$ cat src/rtl/risc8_pkg.sv
// Shared risc8 core definitions: fetch buffer depth, reset vector and the
// head-byte bundle type passed from fetch to decode.
package risc8_pkg;

    localparam int          FETCH_DEPTH = 8;
    localparam logic [15:0] RESET_VEC   = 16'h0000;

    // [0] is the opcode byte, [1..3] the following immediates
    typedef logic [3:0][7:0] ibundle;

endpackage

$ cat src/rtl/risc8_fetch_buf.sv
// Circular byte buffer for the risc8 prefetch stage: one byte push per cycle,
// 1..4 byte pop, head bytes beyond the buffered count read as zero.
module risc8_fetch_buf
    import risc8_pkg::*;
#(
    parameter int DEPTH = FETCH_DEPTH
) (
    input  logic                       clk,
    input  logic                       rst,
    input  logic                       flush,
    input  logic                       push,
    input  logic                       store,
    input  logic [7:0]                 push_data,
    input  logic                       pop,
    input  logic [2:0]                 pop_n,
    output ibundle                     head,
    output logic [$clog2(DEPTH+1)-1:0] count
);

    localparam int AW = $clog2(DEPTH);
    localparam int CW = $clog2(DEPTH+1);

    logic [7:0]    mem [DEPTH];
    logic [AW-1:0] rd_ptr;
    logic [AW-1:0] wr_ptr;

    always_ff @(posedge clk or posedge rst) begin
        if (rst) begin
            rd_ptr <= '0;
            wr_ptr <= '0;
            count  <= '0;
        end else if (flush) begin
            rd_ptr <= '0;
            wr_ptr <= '0;
            count  <= '0;
        end else begin
            if (push)
                wr_ptr <= wr_ptr + 1'b1;
            if (pop)
                rd_ptr <= rd_ptr + AW'(pop_n);
            count <= count + CW'(push) - (pop ? CW'(pop_n) : '0);
        end
    end

    // store can be withheld for a byte that is consumed before it lands
    always_ff @(posedge clk) begin
        if (store)
            mem[wr_ptr] <= push_data;
    end

    always_comb begin
        head = '0;
        for (int unsigned i = 0; i < 4; i++) begin
            if (CW'(i) < count)
                head[i] = mem[rd_ptr + AW'(i)];
        end
    end

endmodule

$ cat src/rtl/risc8_fetch.sv
// risc8 instruction prefetch: issues ROM reads, fills the byte buffer and
// handles redirects. Define RISC8_FETCH_BYPASS_EN to forward ROM data into instr.
module risc8_fetch
    import risc8_pkg::*;
#(
    parameter int                DEPTH     = FETCH_DEPTH,
    parameter int                ADDR_W    = 16,
    parameter logic [ADDR_W-1:0] RESET_VEC = ADDR_W'(risc8_pkg::RESET_VEC)
) (
    input  logic              clk,
    input  logic              rst,
    output logic              rom_rd,
    output logic [ADDR_W-1:0] rom_addr,
    input  logic [7:0]        rom_data,
    output logic [31:0]       instr,
    output logic [2:0]        avail,
    output logic [ADDR_W-1:0] pc,
    input  logic              consume,
    input  logic [1:0]        isize,
    input  logic              redirect,
    input  logic [ADDR_W-1:0] target
);

    localparam int CW = $clog2(DEPTH+1);

    logic [ADDR_W-1:0] fptr;
    logic              inflight;
    logic              drop;
    logic [CW-1:0]     count;
    logic [CW:0]       occ;
    logic              fwd;
    logic              push;
    logic              store;
    logic              pop;
    logic [2:0]        pop_n;
    ibundle            head;
    ibundle            bundle;

    // Issue check counts the pending response but not a same-cycle pop
    assign occ      = {1'b0, count} + (CW+1)'(inflight);
    assign rom_rd   = !rst && (occ < (CW+1)'(DEPTH));
    assign rom_addr = fptr;

    assign fwd   = inflight && !drop;
    assign push  = fwd && !redirect;
    assign pop_n = {1'b0, isize} + 3'd1;
    assign pop   = consume && !redirect && (avail > {1'b0, isize});

    always_comb begin
        bundle = head;
        avail  = (count >= CW'(4)) ? 3'd4 : count[2:0];
        store  = push;
`ifdef RISC8_FETCH_BYPASS_EN
        if (fwd && count < CW'(4)) begin
            bundle[count[1:0]] = rom_data;
            avail              = count[2:0] + 3'd1;
        end
        // a pop reaching past the buffered bytes has eaten the forwarded one
        store = push && !(pop && CW'(pop_n) > count);
`endif
    end

    assign instr = bundle;

    always_ff @(posedge clk or posedge rst) begin
        if (rst) begin
            fptr     <= RESET_VEC;
            pc       <= RESET_VEC;
            inflight <= 1'b0;
            drop     <= 1'b0;
        end else begin
            inflight <= rom_rd;
            drop     <= redirect;
            if (redirect) begin
                fptr <= target;
                pc   <= target;
            end else begin
                fptr <= fptr + ADDR_W'(rom_rd);
                if (pop)
                    pc <= pc + ADDR_W'(pop_n);
            end
        end
    end

    risc8_fetch_buf #(
        .DEPTH(DEPTH)
    ) u_buf (
        .clk      (clk),
        .rst      (rst),
        .flush    (redirect),
        .push     (push),
        .store    (store),
        .push_data(rom_data),
        .pop      (pop),
        .pop_n    (pop_n),
        .head     (head),
        .count    (count)
    );

endmodule

$ cat config.mk
export PLATFORM = sky130hd
export DESIGN_NAME = risc8_fetch
export DESIGN_NICKNAME = d
export VERILOG_FILES = /design/src/rtl/risc8_pkg.sv /design/src/rtl/risc8_fetch_buf.sv /design/src/rtl/risc8_fetch.sv
export SDC_FILE = /design/constraint.sdc
export NUM_CORES = 1
export LEC_CHECK = 0
export ABC_AREA = 0
export BUFFER_PORTS_ARGS = -buffer_cell sky130_fd_sc_hd__buf_2
export CAP_MARGIN = 20
export CORE_UTILIZATION = 40
export CTS_BUF_LIST = sky130_fd_sc_hd__clkbuf_4 sky130_fd_sc_hd__clkbuf_8 sky130_fd_sc_hd__clkbuf_16
export DETAILED_ROUTE_END_ITERATION = 16
export PLACE_DENSITY = 0.69
export SLEW_MARGIN = 5
export SYNTH_ARGS = -nofsm -noshare
export SYNTH_HDL_FRONTEND = slang
export SYNTH_HIERARCHICAL = 1
export SYNTH_SLANG_ARGS = --single-unit
export TNS_END_PERCENT = 50
$ cat constraint.sdc
create_clock -name clk -period 3.5 [get_ports clk]
set_input_delay 0.875 -clock clk [delete_from_list [all_inputs] [get_ports clk]]
set_output_delay 0.875 -clock clk [all_outputs]
set_load 0.02 [all_outputs]
Word-level counts from Yosys, hierarchy flattened. Memories as Yosys holds them, arrays and structs flattened. Index checks and enable logic that the tools add are counted.

Word-level logic and storage cells: 52. Memories: 1. Bits in writable memories: 64. Register bits: 44.

Memories: u_buf.mem (depth 8, width 8, read ports 4, clocked after memory_dff 0, wr ports 1, line risc8_fetch_buf.sv:23) `logic [7:0] mem [DEPTH];`.

$add $sub $neg: 11. Reduce and logical (&&, ||, !) cells: 10. Multiplexer cells: 16. Order comparisons: 7.

Operators by type and width (number): $mux 16 (3); $mux 8 (4); $mux 3 (6); $add 16x1->16 (1); $add 16x3->16 (1); $lt 1x4->1 const A (2); $lt 2x4->1 const A (2); $add 3x1->3 const B (2); $add 3x2->3 const B (2); $add 4x1->5 (1); $logic_and 1x1->1 (5); $lt 5x4->1 const B (1); $add 4x1->4 (1); $ge 4x3->1 const B (1); $mux 4 (1); $reduce_bool 2->1 (2); $sub 4x4->4 (1); $add 2x1->3 const B (1); $add 3x3->3 (1); $gt 3x2->1 (1); $logic_not 1->1 (3); $mux 1 (2).

Depth between registers and ports, before layout.
Depth after elaboration: 7. Gate-level depth with buffers: 15. Mapped depth without buffers: 13.

By module. The synthesis kept the hierarchy.

By module, submodules not included: risc8_fetch_buf (cells an instance 333, times used 1, seq. area each 2172.1 um^2, area an instance 4434.3 um^2); risc8_fetch (cells an instance 215, times used 1, seq. area each 850.8 um^2, area an instance 2023.2 um^2).

Worst setup path after synthesis. OpenSTA, ideal clock, no wires.

Path kind: reg-to-reg. Start: reg u_buf.count[2]. End: reg u_buf.count[3]. Arrival: 3.260 ns. Setup slack: 0.157 ns. Period minus slack after synthesis: 3.343 ns. Stages on the path, launching flop included: 16. Cells stage by stage: dfrtp_1 -> nor2_1 -> and2_1 -> ha_1 -> and2b_1 -> o311ai_4 -> buf_6 -> buf_6 -> nor2_1 -> and2_1 -> ha_1 -> inv_1 -> ha_1 -> a21o_1 -> a2111o_1 -> o21ai_0.

Cells in the longest elaborated chain, start to end: 7. Elaborated cells between the ends (all ways): 8. Classes of those cells: 2 x add/sub; 2 x order compare; 3 x mux; 1 x reduce/logical.

RTL lines: from (decl) (line risc8_fetch_buf.sv:17) `output logic [$clog2(DEPTH+1)-1:0] count`; from (signal assigned) (line risc8_fetch_buf.sv:41) `count <= count + CW'(push) - (pop ? CW'(pop_n) : '0);`; $ge 4x3->1 (line risc8_fetch.sv:51) `avail = (count >= CW'(4)) ? 3'd4 : count[2:0];`; $mux 3 (line risc8_fetch.sv:51); via avail[1] (line risc8_fetch.sv:16) `output logic [2:0] avail,`; $gt 3x2->1 (line risc8_fetch.sv:47) `assign pop = consume && !redirect && (avail > {1'b0, isize});`; $logic_and 1x1->1 (line risc8_fetch.sv:47); via pop (line risc8_fetch.sv:34) `logic pop;`; $mux 3 (line risc8_fetch_buf.sv:41); $sub 4x4->4 (line risc8_fetch_buf.sv:41); $mux 4 (line risc8_fetch_buf.sv:32) `end else if (flush) begin`.

The timed path passes the listed nets, and every way through them passes these cells. A chain may end at the register's enable or synchronous reset.

Worst setup path in the final report.
Start: reg u_buf.rd_ptr[1]. End: out instr[14].

Cells in the longest elaborated chain, start to end: 3.

RTL lines: from (decl) (line risc8_fetch_buf.sv:24) `logic [AW-1:0] rd_ptr;`; from (signal assigned) (line risc8_fetch_buf.sv:40) `rd_ptr <= rd_ptr + AW'(pop_n);`; $add 3x1->3 (line risc8_fetch_buf.sv:55) `head[i] = mem[rd_ptr + AW'(i)];`; $mem_v2 8x8; $mux 8 (line risc8_fetch_buf.sv:54) `if (CW'(i) < count)`; to (decl) (line risc8_fetch.sv:15) `output logic [31:0] instr,`.

No other way between the ends.

==> impl_metrics.yaml <==
run_status:
  status: "finished clean"
yosys:
  yosys.area.top_type_share_pct: 29.76
  synthFlopType: "edfxtp_1"
  synth-async-reset-ratio_pct: 40.74
  synth-seq-cells: 108
  synth-edff-count: 64
  ys_warn_count: 6
  synth_cell_type_count: 60
  syn_inst: 548
  syn_area_mm2: 0.006457
  syn_area_per_cell_um2: 11.78
  syn_nets: 599
  synth_area_leaders: "edfxtp_1, dfrtp_1, mux2i_1"
  yosys.area.top_type: "edfxtp_1"
  seq_area_frac_synth_pct: 46.81
worst_setup_path:
  required_ns: 2.62
  cpMaxStageDelayCell: "mux4_2"
  cp_common_cell: "inv_1"
  slowest_delay_ns: 0.54
  path_buf_inv: 4
  start_kind: "flop"
  critPathArrivalTime_ns: 2.40
  cp_top_family: "buffers and inverters"
  worstPathMaxFanout: 32
  critPathKind: "flop to primary output"
  crit_chain: "inv_1 > ha_1 > buf_12 > mux4_2 > inv_1 > o22ai_1 > buf_2"
  worst_setup_path_end_kind: "primary output"
routing:
  wirelength_um: 16570
  ant_nets: 0
  drtPass1Iterations: 5
  vias_per_cell: 5.704
  route.detailed.drc: 0
  first_iter_violations: 342
  wire_per_inst_um: 19.15
  vias: 4934
power_and_ir_drop:
  ir_worst_vdd_v: 0.0002182
  seqPwrFrac_pct: 37.6
  p_leak_nw: 2.885
  clkPwrFrac_pct: 24.3
  p_int_mw: 2.499
  p_per_area_mw_per_mm2: 546.2
  switching_share_pct: 38.13
  combPwrFrac_pct: 38.1
  p_sw_mw: 1.540
global_routing:
  antenna_found_initial: 0
  grt.overflow.total: 0
  grt_usage_pct: 20.71
  grt_max_degree: 35
  grt_pass1_vias: 4983
  grt_pass1_wl_um: 26190
cts:
  cts_buffers: 9
  cts_resized: 0
  clkSlewWorstSetupHoldPaths_ns: 0.07
  cts.sinks: 108
  cts_tree: "built"
  htree_levels: 3
  clkLatencyLatePin_ns: 0.36
  cts_setup_buffers: 0
  cts_root_buffer: "clkbuf_16"
  cts_hold_repair.buffers: 0
  clockBufferDepth: 2
finish:
  layout.nets: 695
  final_cell_count_no_fill: 865
  fin_area_mm2: 0.007396
  final_layout_size_suffix_gt1_share_pct: 27.12
  area_delta_synth_final_pct: 14.53
  antenna_cells: 0
timing:
  setup_viol: 0
  worst_slack_ns: 0.2279
  fmax_mhz: 305.6
  tightestPinTransition_ns: 0.9643
  min_period_ns: 3.272
  rsz0062_at_grt: "no"
  slew_headroom_pct: 35.65
  clock_skew_ns: 0.007875
  final_hold_viol_count: 0
  period_share_pct: 93.49
  fin_setup_tns_ns: 0
  slew_violations: 0
flow_run:
  drv_cap: 0
die:
  core_mm2: 0.01583
  die_area_mm2: 0.01666
  ios: 98
  die_y_um: 129.1
  die_w_um: 129.1
  std_cell_rows: 46
  start_util_pct: 40.80
place:
  placed_cell_area_mm2: 0.007104
  dp_cells: 848
  dp_hpwl_um: 11690
  pre_cts_ws_ns: 0.2253
  port_buffers: 97
  gp_congestion: 0.8153
min_path:
  hold_class: "input port to asynchronous set/reset pin"
## stage by stage
step                util [%]  hold WS [ns]  total power, mW
floorplan                  -        0.5173            2.639
global placement       44.89        0.5434            3.031
detailed placement     44.89        0.5496            3.071
CTS                    46.68        0.5209            4.058
global route           46.73        0.5462            4.245
finish                 46.73        0.5206            4.040
## registers in the layout, summed over array words and instances, names as in the netlist
signal / flops
drop: 1
inflight: 1
pc: 16
rom_addr: 16
u_buf/count: 4
u_buf/mem: 64
u_buf/rd_ptr: 3
u_buf/wr_ptr: 3
## cells by family (layout without fill, tap and decap cells)
kind of cell	count (synthesis)	in the layout	share of synthesized area [%]
xor gates and xnor gates	17	17	2.306
muxes	84	84	16.78
adders and majority gates	21	21	4.418
AOI/OAI and AO/OA	127	127	13.39
buffers and inverters	73	174	6.549
DFF	108	108	46.81
and+or+nand+nor	118	118	9.746
## cells in the mapped netlist, types with 5 or more instances
library cell and instances:
mux2_2 14, o21ai_1 8, nand2b_1 8, nor2_1 29, dfrtp_1 44, edfxtp_1 64, o21a_1 17, mux4_2 18
xor2_1 7, ha_1 18, nor4_1 6, a21oi_1 13, o22ai_1 48, nand2_1 21, buf_6 14, o21ai_0 5
a31oi_1 10, or3_1 5, inv_1 39, mux2i_1 52, or4_1 6, xnor2_1 10, clkbuf_1 10, nor3_1 11
nand3_1 7
## cells in the final DEF, fill, tap and decap left out, types with 13 or more instances in the layout
cell type and n:
ha_1 18, buf_2 97, mux2i_1 52, mux4_2 18, a21oi_1 13, nor2_1 29
o22ai_1 48, o21a_1 17, nand2_1 21, mux2_2 14, dfrtp_1 43, edfxtp_1 64
buf_4 20, inv_1 39
## power by group through the flow
stage | sequential (mW) | clock (mW) | combinational (mW)
floorplan | 1.57 | 0 | 1.07
global placement | 1.54 | 0 | 1.49
detailed placement | 1.54 | 0 | 1.53
CTS | 1.52 | 1.01 | 1.54
global route | 1.53 | 1.06 | 1.66
finish | 1.52 | 0.983 | 1.54
## final timing paths
check | startpoint | to | slack, ns | cells past startpoint
max in group asynchronous | rst | rom_addr[10] | 2.18 | 3
hold / removal | rst | u_buf/wr_ptr[2] | 0.52 | 2
min in group clk | u_buf/wr_ptr[2] | u_buf/wr_ptr[2] | 0.57 | 2
setup reg to reg | u_buf/count[2] | u_buf/count[3] | 0.32 | 13
hold reg to reg | u_buf/wr_ptr[2] | u_buf/wr_ptr[2] | 0.57 | 2
setup / recovery | u_buf/rd_ptr[1] | instr[14] | 0.23 | 7
## per-layer routing
layer | vias up | routed length, µm | global-route usage, %
met5 | - | 0 | 0
met4 | 0 | 461 | 10.03
met3 | 36 | 1011 | 4.335
met2 | 171 | 8414 | 35.52
met1 | 2446 | 6682 | 24.89
li1 | 2281 | - | -
## final cells by class
cell class                      instances  area (µm²)
Inverter                               40       150.1
Sequential cell                       108        3024
Tap cell                              216       270.3
Timing Repair Buffer                  118       655.6
Clock buffer                            9       225.2
Fill cell                            1446        8432
Multi-Input combinational cell        367        3012
Clock inverter                          7       58.81
No activity file was read; power rests on OpenSTA's default activity.
